<file path="src/rtl/recirc_pipe_n_pkg.sv">
// rtl/recirc_pipe_n_pkg.sv - shared FSM encoding, debounce limits and lane slice helper
package recirc_pipe_n_pkg;

  typedef enum logic [1:0] {
    ST_RCIRC = 2'd0,
    ST_ARM   = 2'd1,
    ST_FWD   = 2'd2
  } state_t;

  // Legal range of the idle debounce length (fits the 4-bit idle counter).
  localparam int IDLE_CYC_MIN = 1;
  localparam int IDLE_CYC_MAX = 15;

  // Low bit index of lane k inside a packed multi-lane bus of width w per lane.
  function automatic int lane_lsb(input int k, input int w);
    return k * w;
  endfunction

endpackage

</file>
<file path="src/rtl/recirc_lane.sv">
// rtl/recirc_lane.sv - one lane: stage-1 flop, route mux, stage-2 flop, forwarded-word counter
//
// Ports:
//   clk_f, reset        block clock, synchronous active-high reset
//   fwd                 1 = route stage-1 word forward, 0 = recirculate
//   cnt_clr             synchronous clear of the forwarded-word counter
//   data_in, valid_in   lane input word
//   data_out, valid_out forwarded word (registered, stage 2)
//   data_rc, valid_rc   recirculated word (combinational from stage 1)
//   fwd_cnt             count of valid words loaded into stage 2
module recirc_lane
  import recirc_pipe_n_pkg::*;
#(
  parameter int DATA_W = 8,
  parameter int CNT_W  = 8
) (
  input  logic              clk_f,
  input  logic              reset,
  input  logic              fwd,
  input  logic              cnt_clr,
  input  logic [DATA_W-1:0] data_in,
  input  logic              valid_in,
  output logic [DATA_W-1:0] data_out,
  output logic              valid_out,
  output logic [DATA_W-1:0] data_rc,
  output logic              valid_rc,
  output logic [CNT_W-1:0]  fwd_cnt
);

  logic [DATA_W-1:0] s1_data;
  logic              s1_valid;
  logic [DATA_W-1:0] fwd_data;
  logic              fwd_valid;

  // Data is masked to zero on whichever path does not own the word, and
  // whenever the word itself is invalid.
  always_comb begin
    fwd_valid = fwd & s1_valid;
    fwd_data  = fwd_valid ? s1_data : '0;
    valid_rc  = ~fwd & s1_valid;
    data_rc   = valid_rc ? s1_data : '0;
  end

  always_ff @(posedge clk_f) begin
    if (reset) begin
      s1_data   <= '0;
      s1_valid  <= 1'b0;
      data_out  <= '0;
      valid_out <= 1'b0;
      fwd_cnt   <= '0;
    end else begin
      s1_data   <= data_in;
      s1_valid  <= valid_in;
      data_out  <= fwd_data;
      valid_out <= fwd_valid;
      // Clear beats a simultaneous increment.
      if (cnt_clr) begin
        fwd_cnt <= '0;
      end else if (fwd_valid) begin
        fwd_cnt <= fwd_cnt + 1'b1;
      end
    end
  end

endmodule

</file>
<file path="src/rtl/recirc_pipe_n.sv">
// rtl/recirc_pipe_n.sv - N-lane flop/recirculate/flop block with debounced idle-detect routing
//
// Ports:
//   clk_f, reset        block clock, synchronous active-high reset
//   data_in, valid_in   lane k at data_in[k*DATA_W +: DATA_W], valid_in[k]
//   idle_out            upstream FIFO idle indication (debounced here)
//   cnt_clr             synchronous clear of all forwarded-word counters
//   data_out, valid_out forwarded words, 2-cycle latency
//   data_rc, valid_rc   recirculated words, 1-cycle latency
//   fwd_active          registered, high while the FSM is in FWD
//   fwd_cnt             per-lane forwarded-word counters, lane k at [k*CNT_W +: CNT_W]
module recirc_pipe_n
  import recirc_pipe_n_pkg::*;
#(
  parameter int NLANES   = 4,
  parameter int DATA_W   = 8,
  parameter int IDLE_CYC = 2,
  parameter int CNT_W    = 8
) (
  input  logic                     clk_f,
  input  logic                     reset,
  input  logic [NLANES*DATA_W-1:0] data_in,
  input  logic [NLANES-1:0]        valid_in,
  input  logic                     idle_out,
  input  logic                     cnt_clr,
  output logic [NLANES*DATA_W-1:0] data_out,
  output logic [NLANES-1:0]        valid_out,
  output logic [NLANES*DATA_W-1:0] data_rc,
  output logic [NLANES-1:0]        valid_rc,
  output logic                     fwd_active,
  output logic [NLANES*CNT_W-1:0]  fwd_cnt
);

  // Out-of-range debounce lengths are clamped so the 4-bit counter always
  // has a reachable target.
  localparam int IDLE_CLAMP = (IDLE_CYC < IDLE_CYC_MIN) ? IDLE_CYC_MIN :
                              (IDLE_CYC > IDLE_CYC_MAX) ? IDLE_CYC_MAX : IDLE_CYC;
  localparam logic [3:0] IDLE_TGT = 4'(IDLE_CLAMP);

  state_t     state;
  logic [3:0] idle_cnt;
  logic       fwd;

  // Routing follows the registered state, so a word in stage 1 on the edge
  // that leaves FWD is still forwarded.
  assign fwd = (state == ST_FWD);

  always_ff @(posedge clk_f) begin
    if (reset) begin
      state      <= ST_RCIRC;
      idle_cnt   <= 4'd0;
      fwd_active <= 1'b0;
    end else begin
      case (state)
        ST_RCIRC: begin
          if (idle_out && IDLE_TGT == 4'd1) begin
            state      <= ST_FWD;
            idle_cnt   <= 4'd1;
            fwd_active <= 1'b1;
          end else if (idle_out) begin
            state      <= ST_ARM;
            idle_cnt   <= 4'd1;
            fwd_active <= 1'b0;
          end else begin
            idle_cnt   <= 4'd0;
            fwd_active <= 1'b0;
          end
        end
        ST_ARM: begin
          if (!idle_out) begin
            state      <= ST_RCIRC;
            idle_cnt   <= 4'd0;
            fwd_active <= 1'b0;
          end else begin
            idle_cnt <= idle_cnt + 4'd1;
            if (idle_cnt + 4'd1 == IDLE_TGT) begin
              state      <= ST_FWD;
              fwd_active <= 1'b1;
            end else begin
              fwd_active <= 1'b0;
            end
          end
        end
        ST_FWD: begin
          if (!idle_out) begin
            state      <= ST_RCIRC;
            idle_cnt   <= 4'd0;
            fwd_active <= 1'b0;
          end else begin
            fwd_active <= 1'b1;
          end
        end
        default: begin
          state      <= ST_RCIRC;
          idle_cnt   <= 4'd0;
          fwd_active <= 1'b0;
        end
      endcase
    end
  end

  for (genvar k = 0; k < NLANES; k++) begin : g_lane
    localparam int DLSB = lane_lsb(k, DATA_W);
    localparam int CLSB = lane_lsb(k, CNT_W);

    recirc_lane #(
      .DATA_W (DATA_W),
      .CNT_W  (CNT_W)
    ) u_lane (
      .clk_f     (clk_f),
      .reset     (reset),
      .fwd       (fwd),
      .cnt_clr   (cnt_clr),
      .data_in   (data_in[DLSB +: DATA_W]),
      .valid_in  (valid_in[k]),
      .data_out  (data_out[DLSB +: DATA_W]),
      .valid_out (valid_out[k]),
      .data_rc   (data_rc[DLSB +: DATA_W]),
      .valid_rc  (valid_rc[k]),
      .fwd_cnt   (fwd_cnt[CLSB +: CNT_W])
    );
  end

endmodule
</file>
<file path="config.mk">
export PLATFORM = sky130hd
export DESIGN_NAME = recirc_pipe_n
export DESIGN_NICKNAME = d
export VERILOG_FILES = /design/src/rtl/recirc_pipe_n_pkg.sv /design/src/rtl/recirc_lane.sv /design/src/rtl/recirc_pipe_n.sv
export SDC_FILE = /design/constraint.sdc
export NUM_CORES = 1
export LEC_CHECK = 0
export BUFFER_PORTS_ARGS = -buffer_cell sky130_fd_sc_hd__buf_2
export CORE_ASPECT_RATIO = 1.25
export CORE_MARGIN = 10
export CORE_UTILIZATION = 42
export DETAILED_ROUTE_END_ITERATION = 7
export HOLD_SLACK_MARGIN = 0.03
export PLACE_DENSITY = 0.69
export SYNTH_ARGS = -nofsm -noshare
export SYNTH_HDL_FRONTEND = slang
export SYNTH_SLANG_ARGS = --single-unit
</file>
<file path="constraint.sdc">
create_clock -name clk_f -period 3.5 [get_ports clk_f]
set_clock_uncertainty 0.2 [all_clocks]
set_input_delay 0.175 -clock clk_f [delete_from_list [all_inputs] [get_ports clk_f]]
set_output_delay 0.175 -clock clk_f [all_outputs]
set_load 0.01 [all_outputs]
</file>
# --- Yosys cells after proc, flatten, opt, wreduce, memory -nomap -nowiden ---
# Cells that the tools add are included.
word_totals:
  ff_bits: 111
  inputBits: 40
  elab_cells: 71
classes:
  add_sub_neg: 5
  eq_ne: 6
  n_mux: 17
  bitwise: 13
  reduce_logical: 7
ops:
  columns: ["cell", "count"]
  rows:
  - ["adder 8 x 1 -> 8 bit, second input constant", 4]
  - ["two-way mux 8 bit", 4]
  - ["one-hot mux 4 bit (3 select lines)", 1]
  - ["OR reduction 2 bit", 5]
  - ["bitwise AND 1 bit", 8]
  - ["two-way mux 2 bit", 4]
  - ["two-way mux 4 bit", 2]
  - ["one-hot mux 2 bit (3 select lines)", 1]
  - ["NOT 1 bit", 5]
  - ["adder 4 x 1 -> 4 bit, second input constant", 1]
  - ["== test 4 x 2 -> 1 bit, second input constant", 1]
  - ["two-way mux 1 bit", 4]
  - ["inequality test 2 bit, second input constant", 2]
  - ["inequality test 3 bit, second input constant", 1]
  - ["AND reduction 3 bit", 1]
  - ["== test 2 x 1 -> 1 bit, second input constant", 1]
  - ["== test 2 bit, second input constant", 1]
  - ["zero test 2 bit", 1]
  - ["one-hot mux 1 bit (2 select lines)", 1]

# --- Depth between registers and ports, before layout ---
# Gate-level depths: netlist (run 1).
depth:
  word_depth: 5
  ltp_mapped: 7
  depth_no_buf: 6

# --- Hierarchy ---
# Synthesis (run 1) repeated with hierarchy kept, for this count alone.
hier_totals:
  cells_unflattened: 404
  hier_area_um2: 4028.9
modules_own_cells:
  columns: ["mod", "instances", "cells_per_inst", "area_per_inst_um2", "seq_area_each_um2"]
  rows:
  - ["recirc_lane", 4, 88, 888.4, 520.5]
  - ["recirc_pipe_n", 1, 52, 475.5, 140.1]

# --- Worst setup path before layout (run 1) ---
# Ideal clock, no wire load.
synth_path:
  path_type: "register to register"
  from: "register state[0]"
  to: "register idle_cnt[2]"
  setup_ns: 0.070
  arrival_ns: 1.400
  setup_slack_ns: 1.831
  path_stages_with_launch: 7
  synth_period_minus_slack_ns: 1.669
  path_cell_list: "dfxtp_1 inv_1 ha_1 buf_4 nand2b_1 or3b_1 a21oi_1"
synth_between:
  elab_chain_cells: 2
  elab_cells_between_ends: 5
synth_rtl:
  columns: ["item", "line_no", "text"]
  rows:
  - ["start, declared", "recirc_pipe_n.sv:40", "state_t state;"]
  - ["start signal, assigned", "recirc_pipe_n.sv:50", "state <= ST_RCIRC;"]
  - ["start signal, assigned", "recirc_pipe_n.sv:57", "state <= ST_FWD;"]
  - ["start signal, assigned", "recirc_pipe_n.sv:61", "state <= ST_ARM;"]
  - ["== test 2 bit, or another cell as far along", "recirc_pipe_n.sv:54", "case (state)"]
  - ["one-hot mux 4 bit (3 select lines) / inequality test 2 bit (equally long branches)", null, null]
  - ["end signal, assigned", "recirc_pipe_n.sv:75", "idle_cnt <= idle_cnt + 4'd1;"]
  - ["end, declared", "recirc_pipe_n.sv:41", "logic [3:0] idle_cnt;"]
# Several ways; a longest one is shown, not always the timed one.
# A chain may end at the register's enable or synchronous reset.

# --- Final worst setup path (run 1) ---
layout_path:
  from: "register state[0]"
  to: "output data_rc[2]"
layout_between:
  elab_chain_cells: 4
layout_rtl:
  columns: ["item", "line_no", "text"]
  rows:
  - ["== test 2 bit", "recirc_pipe_n.sv:46", "assign fwd = (state == ST_FWD);"]
  - ["NOT 1 bit", "recirc_lane.sv:40", "valid_rc = ~fwd & s1_valid;"]
  - ["bitwise AND 1 bit", "recirc_lane.sv:40", null]
  - ["two-way mux 8 bit", "recirc_lane.sv:41", "data_rc = valid_rc ? s1_data : '0;"]
  - ["end, declared", "recirc_pipe_n.sv:28", "output logic [NLANES*DATA_W-1:0] data_rc,"]
# No other way between the ends.

==> results.json, run 1 <==
{
  "status": "completed",
  "multi_input_comb_area_um2": 1680,
  "wirelength_mm": 9.90,
  "min_path_cells": 2,
  "wire_per_inst_um": 13.8,
  "switching_power_uw": 588,
  "slew-limit-headroom": 0.494,
  "layout_min_cycle_time_ps": 2540,
  "crit_type": "reg2out",
  "maxCapViolations": 0,
  "cp-end-kind": "primary output",
  "seq_area_frac_synth": 0.545,
  "syn_avg_cell_area_um2": 9.78,
  "die-area_um2": 14100,
  "rows": 40,
  "power.density_nw_per_um2": 478,
  "clkPwrFrac": 0.407,
  "clock-sinks": 111,
  "h-tree-depth": 3,
  "grt_antenna_before_repair": 0,
  "final_common_cell": "buf_2",
  "grtUsageTotal": 0.137,
  "first_global_vias": 3287,
  "portBuffers": 144,
  "rsz0062_at_grt": "false",
  "clock.fmax_ghz": 0.394,
  "peakVddDrop_v": 0.000245,
  "start_kind": "register",
  "ioPinCount": 145,
  "reg2regPathDepth": 6,
  "post_dp_cell_area_um2": 4820,
  "tns_ps": 0,
  "cts_tree": "yes",
  "ant_nets": 0,
  "area_growth_pct": 34.8,
  "cts_made_buffers": 9,
  "crit_path_start": "state[0]",
  "layout_common_cells": "144 x buf_2, 111 x dfxtp_1, 68 x and2_1",
  "grt_pass1_wl_mm": 15.5,
  "cts_root_buf": "clkbuf_16",
  "gp_congestion": 0.758,
  "netlist_instances": 417,
  "ys_types": 33,
  "core_region_area_um2": 9560,
  "overflow": 0,
  "rrSetupSlack_ps": 1350,
  "dieWidth_um": 108,
  "worst_r2r_endpoint": "g_lane[0].u_lane.fwd_cnt[6]",
  "insertion_delay_ps": 350,
  "pwr-share-seq": 0.501,
  "drtIter0Drc": 92,
  "grt_start_max_net_pins": 33,
  "setup_slack_ps": 961,
  "path_clk_slew_ps": 70,
  "regArea_um2": 2220,
  "netSwitchingFraction": 0.224,
  "hp-start": "reset",
  "dp_slack_ps": 1320,
  "worst_ep_required_time_ps": 3120,
  "drt-pass1-iter-count": 4,
  "combPwrFrac": 0.093,
  "syn_area_um2": 4080,
  "n_fill_cell": 864,
  "whs_endpoint": "g_lane[1].u_lane.s1_data[5]",
  "design_area_um2": 5500,
  "setup_violations": 0,
  "syn_nets": 466,
  "drv_slew": 0,
  "fin_nets": 633,
  "critPathArrivalTime_ps": 2160,
  "hold_path.class": "in2reg",
  "leakagePower_nw": 2.59,
  "initial_utilization": 0.427,
  "vias": 3262,
  "layout_worst_path_cycle_share": 0.725,
  "yosys_warnings": 0,
  "dpl.hpwl_mm": 7.23,
  "ys_ff_latch": 111,
  "worst_pin_slew_ps": 759,
  "p_int_mw": 2.04,
  "r2r-start": "state[0]",
  "hold_violations": 0,
  "cts_resized": 0,
  "clockBufferDepth": 2,
  "route.detailed.drc": 0,
  "fin_hold_ws_ps": 34.9,
  "num_antenna_cells": 0,
  "vias_per_cell": 4.56,
  "chipHeight_um": 130,
  "drive_above_1_share": 0.280,
  "cp_max_fo": 22
}
[critical path: stages (launching register included)]
cell,delay [ps]
dfxtp_1,360
inv_1,70
ha_1,460
nor2b_1,560
and2_1,230
buf_2,140
[stage by stage]
step           instances  power [mW]  utilization
2_1_floorplan        417        1.49            -
3_3_place_gp         662        1.55        0.504
3_5_place_dp         662        1.56        0.504
4_1_cts              715        2.65        0.576
5_1_grt              715        2.74        0.576
6_report             715        2.63        0.576
[registers in the layout, summed over array words and instances (netlist names)]
| register | flops |
|---|---|
| g_lane.u_lane.data_out | 32 |
| g_lane.u_lane.fwd_cnt | 32 |
| g_lane.u_lane.s1_data | 32 |
| g_lane.u_lane.s1_valid | 4 |
| g_lane.u_lane.valid_out | 4 |
| idle_cnt | 4 |
| state | 2 |
| fwd_active | 1 |
[how the worst max path moves through the flow]
stage | endpoint | slack, ps
global placement | data_rc[20] | 1360
floorplan | idle_cnt[2] | 1830
finish | data_rc[2] | 960
global route | data_rc[2] | 770
detailed placement | g_lane[1].u_lane.data_out[3] | 1320
CTS | data_rc[2] | 930
[synthesized netlist by cell type]
master,number,area [um^2]
a21o_1,2,15.0
a21oi_1,13,65.1
a31oi_1,1,6.26
a41o_1,1,10.0
and2_1,68,425
and3_1,6,37.5
and3_4,1,11.3
and3b_1,1,8.76
buf_2,7,35.0
buf_4,9,67.6
buf_6,1,11.3
clkbuf_1,9,33.8
dfxtp_1,111,2220
ha_1,9,113
inv_1,8,30.0
mux2i_1,2,20.0
nand2_1,23,86.3
nand2b_1,3,18.8
nand3_1,7,35.0
nand3_2,1,10.0
nand4_1,13,81.3
nor2_1,35,131
nor2b_1,42,263
nor3_1,2,10.0
nor4_2,1,12.5
nor4bb_1,1,10.0
o211ai_1,1,7.51
o21ai_0,7,35.0
or2_2,2,12.5
or3_1,3,18.8
or3b_1,1,8.76
xnor2_1,6,52.6
xor2_1,20,175
[power groups by stage]
stage	combinational [mW]	clock (mW)	sequential (mW)
3_5_place_dp	0.210	0	1.35
6_report	0.244	1.07	1.32
2_1_floorplan	0.152	0	1.34
3_3_place_gp	0.206	0	1.34
5_1_grt	0.275	1.15	1.32
4_1_cts	0.244	1.09	1.32
[metal layers]
layer / vias up / wire [um] / global-route usage / share of wire
li1: 1659 / - / - / -
met1: 1497 / 4050 / 0.149 / 0.41
met2: 95 / 4770 / 0.228 / 0.48
met3: 11 / 913 / 0.0567 / 0.092
met4: 0 / 163 / 0.0591 / 0.016
met5: - / 0 / 0 / 0
[what timing repair did]
item | 4_1_cts | 5_1_grt
setup buffers | 0 | 0
hold endpoints to repair | 39 | 0
setup endpoints to repair | 0 | 0
hold buffers | 37 | 0
[cells by family (layout without fill, tap and decap cells)]
kind of cell / Yosys count / count (layout) / synth area share
adders and majority gates: 9 / 9 / 0.0276
AOI/OAI and AO/OA: 25 / 25 / 0.0340
DFF: 111 / 111 / 0.545
muxes: 2 / 2 / 0.00491
and+or+nand+nor: 210 / 210 / 0.289
xor gates and xnor gates: 26 / 26 / 0.0558
buffers and inverters: 34 / 206 / 0.0435
[layout make-up]
class | instances | share of cell area
clock buffers | 10 | 0.0416
well taps | 126 | 0.0287
clock inverters | 6 | 0.0152
multi-input cells | 272 | 0.305
repair buffers | 182 | 0.200
inverters | 8 | 0.00546
flip-flops and latches | 111 | 0.404
No activity file was read; power rests on OpenSTA's default activity.
==> run 2: changes to the inputs <==
--- a/config.mk
+++ b/config.mk
@@ -5,6 +5,7 @@
 export SDC_FILE = /design/constraint.sdc
 export NUM_CORES = 1
 export LEC_CHECK = 0
+export ABC_AREA = 1
 export BUFFER_PORTS_ARGS = -buffer_cell sky130_fd_sc_hd__buf_2
 export CORE_ASPECT_RATIO = 1.25
 export CORE_MARGIN = 10
==> constraint.sdc (replaced) <==
create_clock -name clk_f -period 2.5 [get_ports clk_f]
set_clock_uncertainty 0.2 [all_clocks]
set_input_delay 0.125 -clock clk_f [delete_from_list [all_inputs] [get_ports clk_f]]
set_output_delay 0.125 -clock clk_f [all_outputs]
set_load 0.01 [all_outputs]
==> results.json, run 2 <==
{
  "layout_common_cells": "144 x buf_2, 136 x nor2_1, 118 x inv_1",
  "netlist_instances": 543,
  "cts_made_buffers": 9,
  "path_clk_slew_ps": 70,
  "reg_top3": "g_lane.u_lane.data_out: 32 flops, g_lane.u_lane.fwd_cnt: 32 flops, g_lane.u_lane.s1_data: 32 flops",
  "slew-limit-headroom": 0.747,
  "cts_root_buf": "clkbuf_16",
  "cp_max_fo": 9,
  "start_kind": "register",
  "fin_nets": 780,
  "cts_tree": "yes",
  "grt_pass1_wl_mm": 17.6,
  "yosys-top-cells-count": "136 x nor2_1, 118 x inv_1, 111 x dfxtp_1, 66 x nand2_1, 21 x a21oi_1",
  "drive_above_1_share": 0.249,
  "wire_per_inst_um": 12.2,
  "yosys_warnings": 0,
  "multi_input_comb_area_um2": 1390,
  "leakagePower_nw": 2.98,
  "netlist_top_cells_area": "dfxtp_1 53%, nor2_1 12%, inv_1 11%",
  "worst_r2r_endpoint": "g_lane[1].u_lane.fwd_cnt[5]",
  "syn_nets": 592,
  "tns_ps": 0,
  "worst_ep_required_time_ps": 2170,
  "synth_top_area_share": 0.532,
  "chipHeight_um": 131,
  "rows": 40,
  "setup_violations": 0,
  "cp-end-kind": "primary output",
  "cp_num_cells": 6,
  "gp_congestion": 0.807,
  "r2r-start": "state[0]",
  "drtIter0Drc": 123,
  "hold_violations": 0,
  "regArea_um2": 2220,
  "ant_nets": 0,
  "grt_antenna_before_repair": 0,
  "drv_slew": 0,
  "first_global_vias": 3732,
  "num_antenna_cells": 0,
  "synthArstFlopShare": 0,
  "drt-pass1-iter-count": 4,
  "clock-sinks": 111,
  "ys_types": 35,
  "power.density_nw_per_um2": 628,
  "syn_area_um2": 4180,
  "overflow": 0,
  "maxCapViolations": 0,
  "worst_pin_slew_ps": 379,
  "dpl.hpwl_mm": 7.84,
  "hold_path.class": "reg2reg",
  "slowest_stage": "ha_2",
  "insertion_delay_ps": 340,
  "post-cts-setup-buffer-count": 0,
  "route.detailed.drc": 0,
  "cp_top_family": "buffers and inverters",
  "synthFlopType": "dfxtp_1",
  "status": "completed",
  "path_buf_inv": 4,
  "crit_path_start": "state[0]",
  "path_cells": "inv_1 -> ha_2 -> clkinv_1 -> nand2_1 -> inv_1 -> buf_2",
  "crit_top_cell": "inv_1",
  "syn_avg_cell_area_um2": 7.69,
  "die-area_um2": 14400,
  "rsz0062_at_grt": "false",
  "synth_edf_count": 0,
  "wirelength_mm": 10.5,
  "crit_path_end": "valid_rc[0]",
  "ioPinCount": 145,
  "vias_per_cell": 4.27,
  "peakVddDrop_v": 0.000501,
  "reg2regPathDepth": 11,
  "critPathMaxStageDelay_ps": 350,
  "rrSetupSlack_ps": 700,
  "seq_area_frac_synth": 0.532,
  "grt_start_max_net_pins": 33,
  "layout_worst_path_cycle_share": 0.897,
  "layout_min_cycle_time_ps": 2240,
  "clock.fmax_ghz": 0.446,
  "dieWidth_um": 109,
  "crit_type": "reg2out",
  "core_region_area_um2": 9660,
  "final_common_cell": "buf_2",
  "portBuffers": 144,
  "h-tree-depth": 3,
  "grtUsageTotal": 0.148,
  "critPathArrivalTime_ps": 1920,
  "initial_utilization": 0.432,
  "yosysMostFrequentCell": "nor2_1",
  "vias": 3676,
  "yosysTopAreaCell": "dfxtp_1",
  "n_fill_cell": 890,
  "area_growth_pct": 38.1,
  "ys_ff_latch": 111,
  "final_core_util": 0.597,
  "clockBufferDepth": 2
}
[run 2: cell types whose count changed after synthesis, moves of 5 or more]
cell / delta
inv_1: +110
nor2_1: +101
and2_1: -68
nand2_1: +43
nor2b_1: -42
xor2_1: -19
nand4_1: -10
a21oi_1: +8
clkbuf_1: -7
buf_2: -6
o21ai_0: +6
xnor2_1: -6
and3_1: -5
[run 2: stage by stage]
step                      instances  area [um^2]  worst slack (ps)  hold WS, ps  power, mW
after floorplan                 543         4180               925        0.879       2.01
after global placement          798         4960               490          125       2.09
after detailed placement        798         4960               415          127       2.09
after CTS                       861         5760              38.9          235       3.65
after global routing            861         5770               115          250       3.77
final                           861         5770               257          234       3.62
[run 2: cell families after synthesis]
| group | after synthesis | share of synthesized area |
|---|---|---|
| compound gates | 39 | 0.0488 |
| xor+xnor | 1 | 0.00210 |
| fa+ha+maj | 9 | 0.0270 |
| buf+inv | 140 | 0.137 |
| flops | 111 | 0.532 |
| mux | 1 | 0.00240 |
| simple gates | 242 | 0.251 |
[run 2: worst min path at each step]
stage | slack [ps] | end | startpoint | depth (start not counted)
after floorplan | 0.9 | g_lane[2].u_lane.fwd_cnt[2] | cnt_clr | 1
after global placement | 130 | g_lane[1].u_lane.s1_data[4] | data_in[12] | 3
after detailed placement | 130 | g_lane[2].u_lane.fwd_cnt[2] | cnt_clr | 2
after CTS | 240 | g_lane[3].u_lane.data_out[3] | g_lane[3].u_lane.s1_data[3] | 2
after global routing | 250 | g_lane[2].u_lane.data_out[7] | g_lane[2].u_lane.s1_data[7] | 2
final | 230 | g_lane[3].u_lane.data_out[3] | g_lane[3].u_lane.s1_data[3] | 2
[run 2: area by class of cell]
class,instances,share of cell area
repair buffers,194,0.211
clock inverters,5,0.0143
flip-flops and latches,111,0.385
inverters,123,0.0805
multi-input cells,292,0.240
clock buffers,10,0.0414
well taps,126,0.0273
[run 2: repair_timing]
| item | 4_1_cts | 5_1_grt |
|---|---|---|
| setup endpoints to repair | 0 | 36 |
| hold endpoints to repair | 44 | 0 |
| gates resized for setup | 0 | 1 |
| hold buffers | 48 | 0 |
[run 2: per-layer routing]
| layer | vias up | routed length [um] | global-route usage |
|---|---|---|---|
| met4 | 0 | 160 | 0.0435 |
| met3 | 14 | 1020 | 0.0592 |
| met2 | 101 | 5210 | 0.259 |
| met1 | 1601 | 4140 | 0.159 |
| li1 | 1960 | - | - |
| met5 | - | 0 | 0 |
[run 2: worst reg2reg max path, delay by kind of cell (launching register included)]
kind	cells	cell delay, ps
AND/OR/NAND/NOR	7	550
flip-flops	1	330
buffers and inverters	3	280
adder cells (fa/ha/maj)	1	350
[run 2: power breakdown]
group | switching [mW] | leakage, nW | total, mW | internal (mW)
registers | 0.0184 | 0.904 | 1.83 | 1.81
clock network | 0.610 | 0.147 | 1.51 | 0.899
logic | 0.151 | 1.93 | 0.285 | 0.133
==> run 3: changes to the inputs <==
==> constraint.sdc (replaced) <==
create_clock -name clk_f -period 2.5 [get_ports clk_f]
set_clock_uncertainty 0.2 [all_clocks]
set_input_delay 0.125 -clock clk_f [delete_from_list [all_inputs] [get_ports clk_f]]
set_output_delay 0.125 -clock clk_f [all_outputs]
set_load 0.05 [all_outputs]
==> results.json, run 3 (synthesis gave the netlist of run 2 again) <==
{
  "regArea_um2": 2220,
  "final_common_cell": "buf_2",
  "crit_type": "reg2out",
  "layout_common_cells": "144 x buf_2, 136 x nor2_1, 118 x inv_1",
  "crit_path_start": "state[0]",
  "insertion_delay_ps": 340,
  "drv_slew": 0,
  "grtUsageTotal": 0.143,
  "maxCapViolations": 0,
  "die-area_um2": 14400,
  "leakagePower_nw": 3.00,
  "clockBufferDepth": 2,
  "n_fill_cell": 869,
  "cts_tree": "yes",
  "worst_pin_slew_ps": 375,
  "grt_pass1_wl_mm": 17.0,
  "rrSetupSlack_ps": 740,
  "initial_utilization": 0.432,
  "critPathArrivalTime_ps": 1940,
  "wirelength_mm": 10.5,
  "layout_worst_path_cycle_share": 0.907,
  "ant_nets": 0,
  "fin_hold_ws_ps": 231,
  "cp_max_fo": 9,
  "drive_above_1_share": 0.250,
  "wire_per_inst_um": 12.1,
  "cp-end-kind": "primary output",
  "chipHeight_um": 131,
  "overflow": 0,
  "clock.fmax_ghz": 0.441,
  "setup_violations": 0,
  "layout_min_cycle_time_ps": 2270,
  "r2r-start": "state[0]",
  "slew-limit-headroom": 0.750,
  "h-tree-depth": 3,
  "vias": 3720,
  "dpl.hpwl_mm": 7.94,
  "gp_congestion": 0.810,
  "worst_r2r_endpoint": "g_lane[0].u_lane.fwd_cnt[6]",
  "route.detailed.drc": 0,
  "crit_path_end": "data_rc[31]",
  "grt_antenna_before_repair": 0,
  "drt-pass1-iter-count": 4,
  "ioPinCount": 145,
  "reg_top3": "g_lane.u_lane.data_out: 32 flops, g_lane.u_lane.fwd_cnt: 32 flops, g_lane.u_lane.s1_data: 32 flops",
  "cts_root_buf": "clkbuf_16",
  "first_global_vias": 3681,
  "dieWidth_um": 109,
  "start_kind": "register",
  "fin_nets": 781,
  "tns_ps": 0,
  "num_antenna_cells": 0,
  "drtIter0Drc": 125,
  "grt_start_max_net_pins": 33,
  "multi_input_comb_area_um2": 1380,
  "vias_per_cell": 4.31,
  "rows": 40,
  "peakVddDrop_v": 0.000390,
  "portBuffers": 144,
  "cts_made_buffers": 9,
  "core_region_area_um2": 9660,
  "status": "completed",
  "hold_violations": 0,
  "rsz0062_at_grt": "false",
  "clock-sinks": 111,
  "power.density_nw_per_um2": 633,
  "path_clk_slew_ps": 70,
  "hold_path.class": "reg2reg",
  "area_growth_pct": 38.1,
  "reg2regPathDepth": 10,
  "worst_ep_required_time_ps": 2170
}
==> run 3: changes by cell type in the layout (fill, tap and decap cells not counted), sizes merged <==
cell | before | now
bufinv | 2 | 1
buf | 146 | 147
inv | 122 | 123
clkbuf | 10 | 12
clkinv | 1 | 2
clkinvlp | 3 | 1
==> run 3: worst min-delay path by stage <==
stage	start	endpoint	slack, ps	cells past startpoint
floorplan	cnt_clr	g_lane[2].u_lane.fwd_cnt[2]	0.9	1
global placement	data_in[12]	g_lane[1].u_lane.s1_data[4]	120	3
detailed placement	valid_in[0]	g_lane[0].u_lane.s1_valid	130	3
CTS	g_lane[3].u_lane.s1_data[1]	g_lane[3].u_lane.data_out[1]	240	2
global route	g_lane[1].u_lane.s1_data[2]	g_lane[1].u_lane.data_out[2]	250	2
finish	g_lane[3].u_lane.s1_data[1]	g_lane[3].u_lane.data_out[1]	230	2
==> run 3: through the flow <==
stage / total power [mW] / utilization / setup WS (ps) / instance area, um^2 / std cells
4_1_cts: 3.69 / 0.597 / 188 / 5770 / 863
3_5_place_dp: 2.16 / 0.515 / 559 / 4970 / 799
3_3_place_gp: 2.15 / 0.515 / 643 / 4970 / 799
2_1_floorplan: 2.08 / - / 529 / 4180 / 543
5_1_grt: 3.79 / 0.597 / 72.9 / 5770 / 863
6_report: 3.65 / 0.597 / 232 / 5770 / 863
==> run 3: worst max-delay path, cell delays in order (launching register included) <==
cell	delay, ps
dfxtp_1	360
inv_1	70
ha_1	190
buf_4	180
clkinv_1	120
nand2_1	230
nor2_1	170
buf_2	280
==> run 3: area by class of cell <==
cell class,instances,share of cell area
sequential,111,0.385
tap,126,0.0273
multi-input combinational,292,0.240
inverter,123,0.0805
clock inverter,4,0.00889
clock buffer,12,0.0462
timing repair buffer,195,0.212
==> run 3: report_power, final <==
part | total, mW | switching, mW | internal (mW)
Combinational | 0.349 | 0.216 | 0.134
Sequential | 1.83 | 0.0187 | 1.81
Clock | 1.48 | 0.616 | 0.861
Total | 3.65 | 0.851 | 2.80
==> run 3: timing repair <==
action / in CTS / in global routing
buffers inserted: 0 / 0
hold buffers: 48 / 0
endpoints found under the hold margin: 43 / 0
resized for setup: 0 / 0
==> run 3: routing by layer <==
| layer | up-vias | global-route usage | wire (um) |
|---|---|---|---|
| met2 | 102 | 0.250 | 5260 |
| met1 | 1648 | 0.151 | 4130 |
| met4 | 0 | 0.0543 | 121 |
| met3 | 6 | 0.0528 | 972 |
| li1 | 1964 | - | - |
| met5 | - | 0 | 0 |
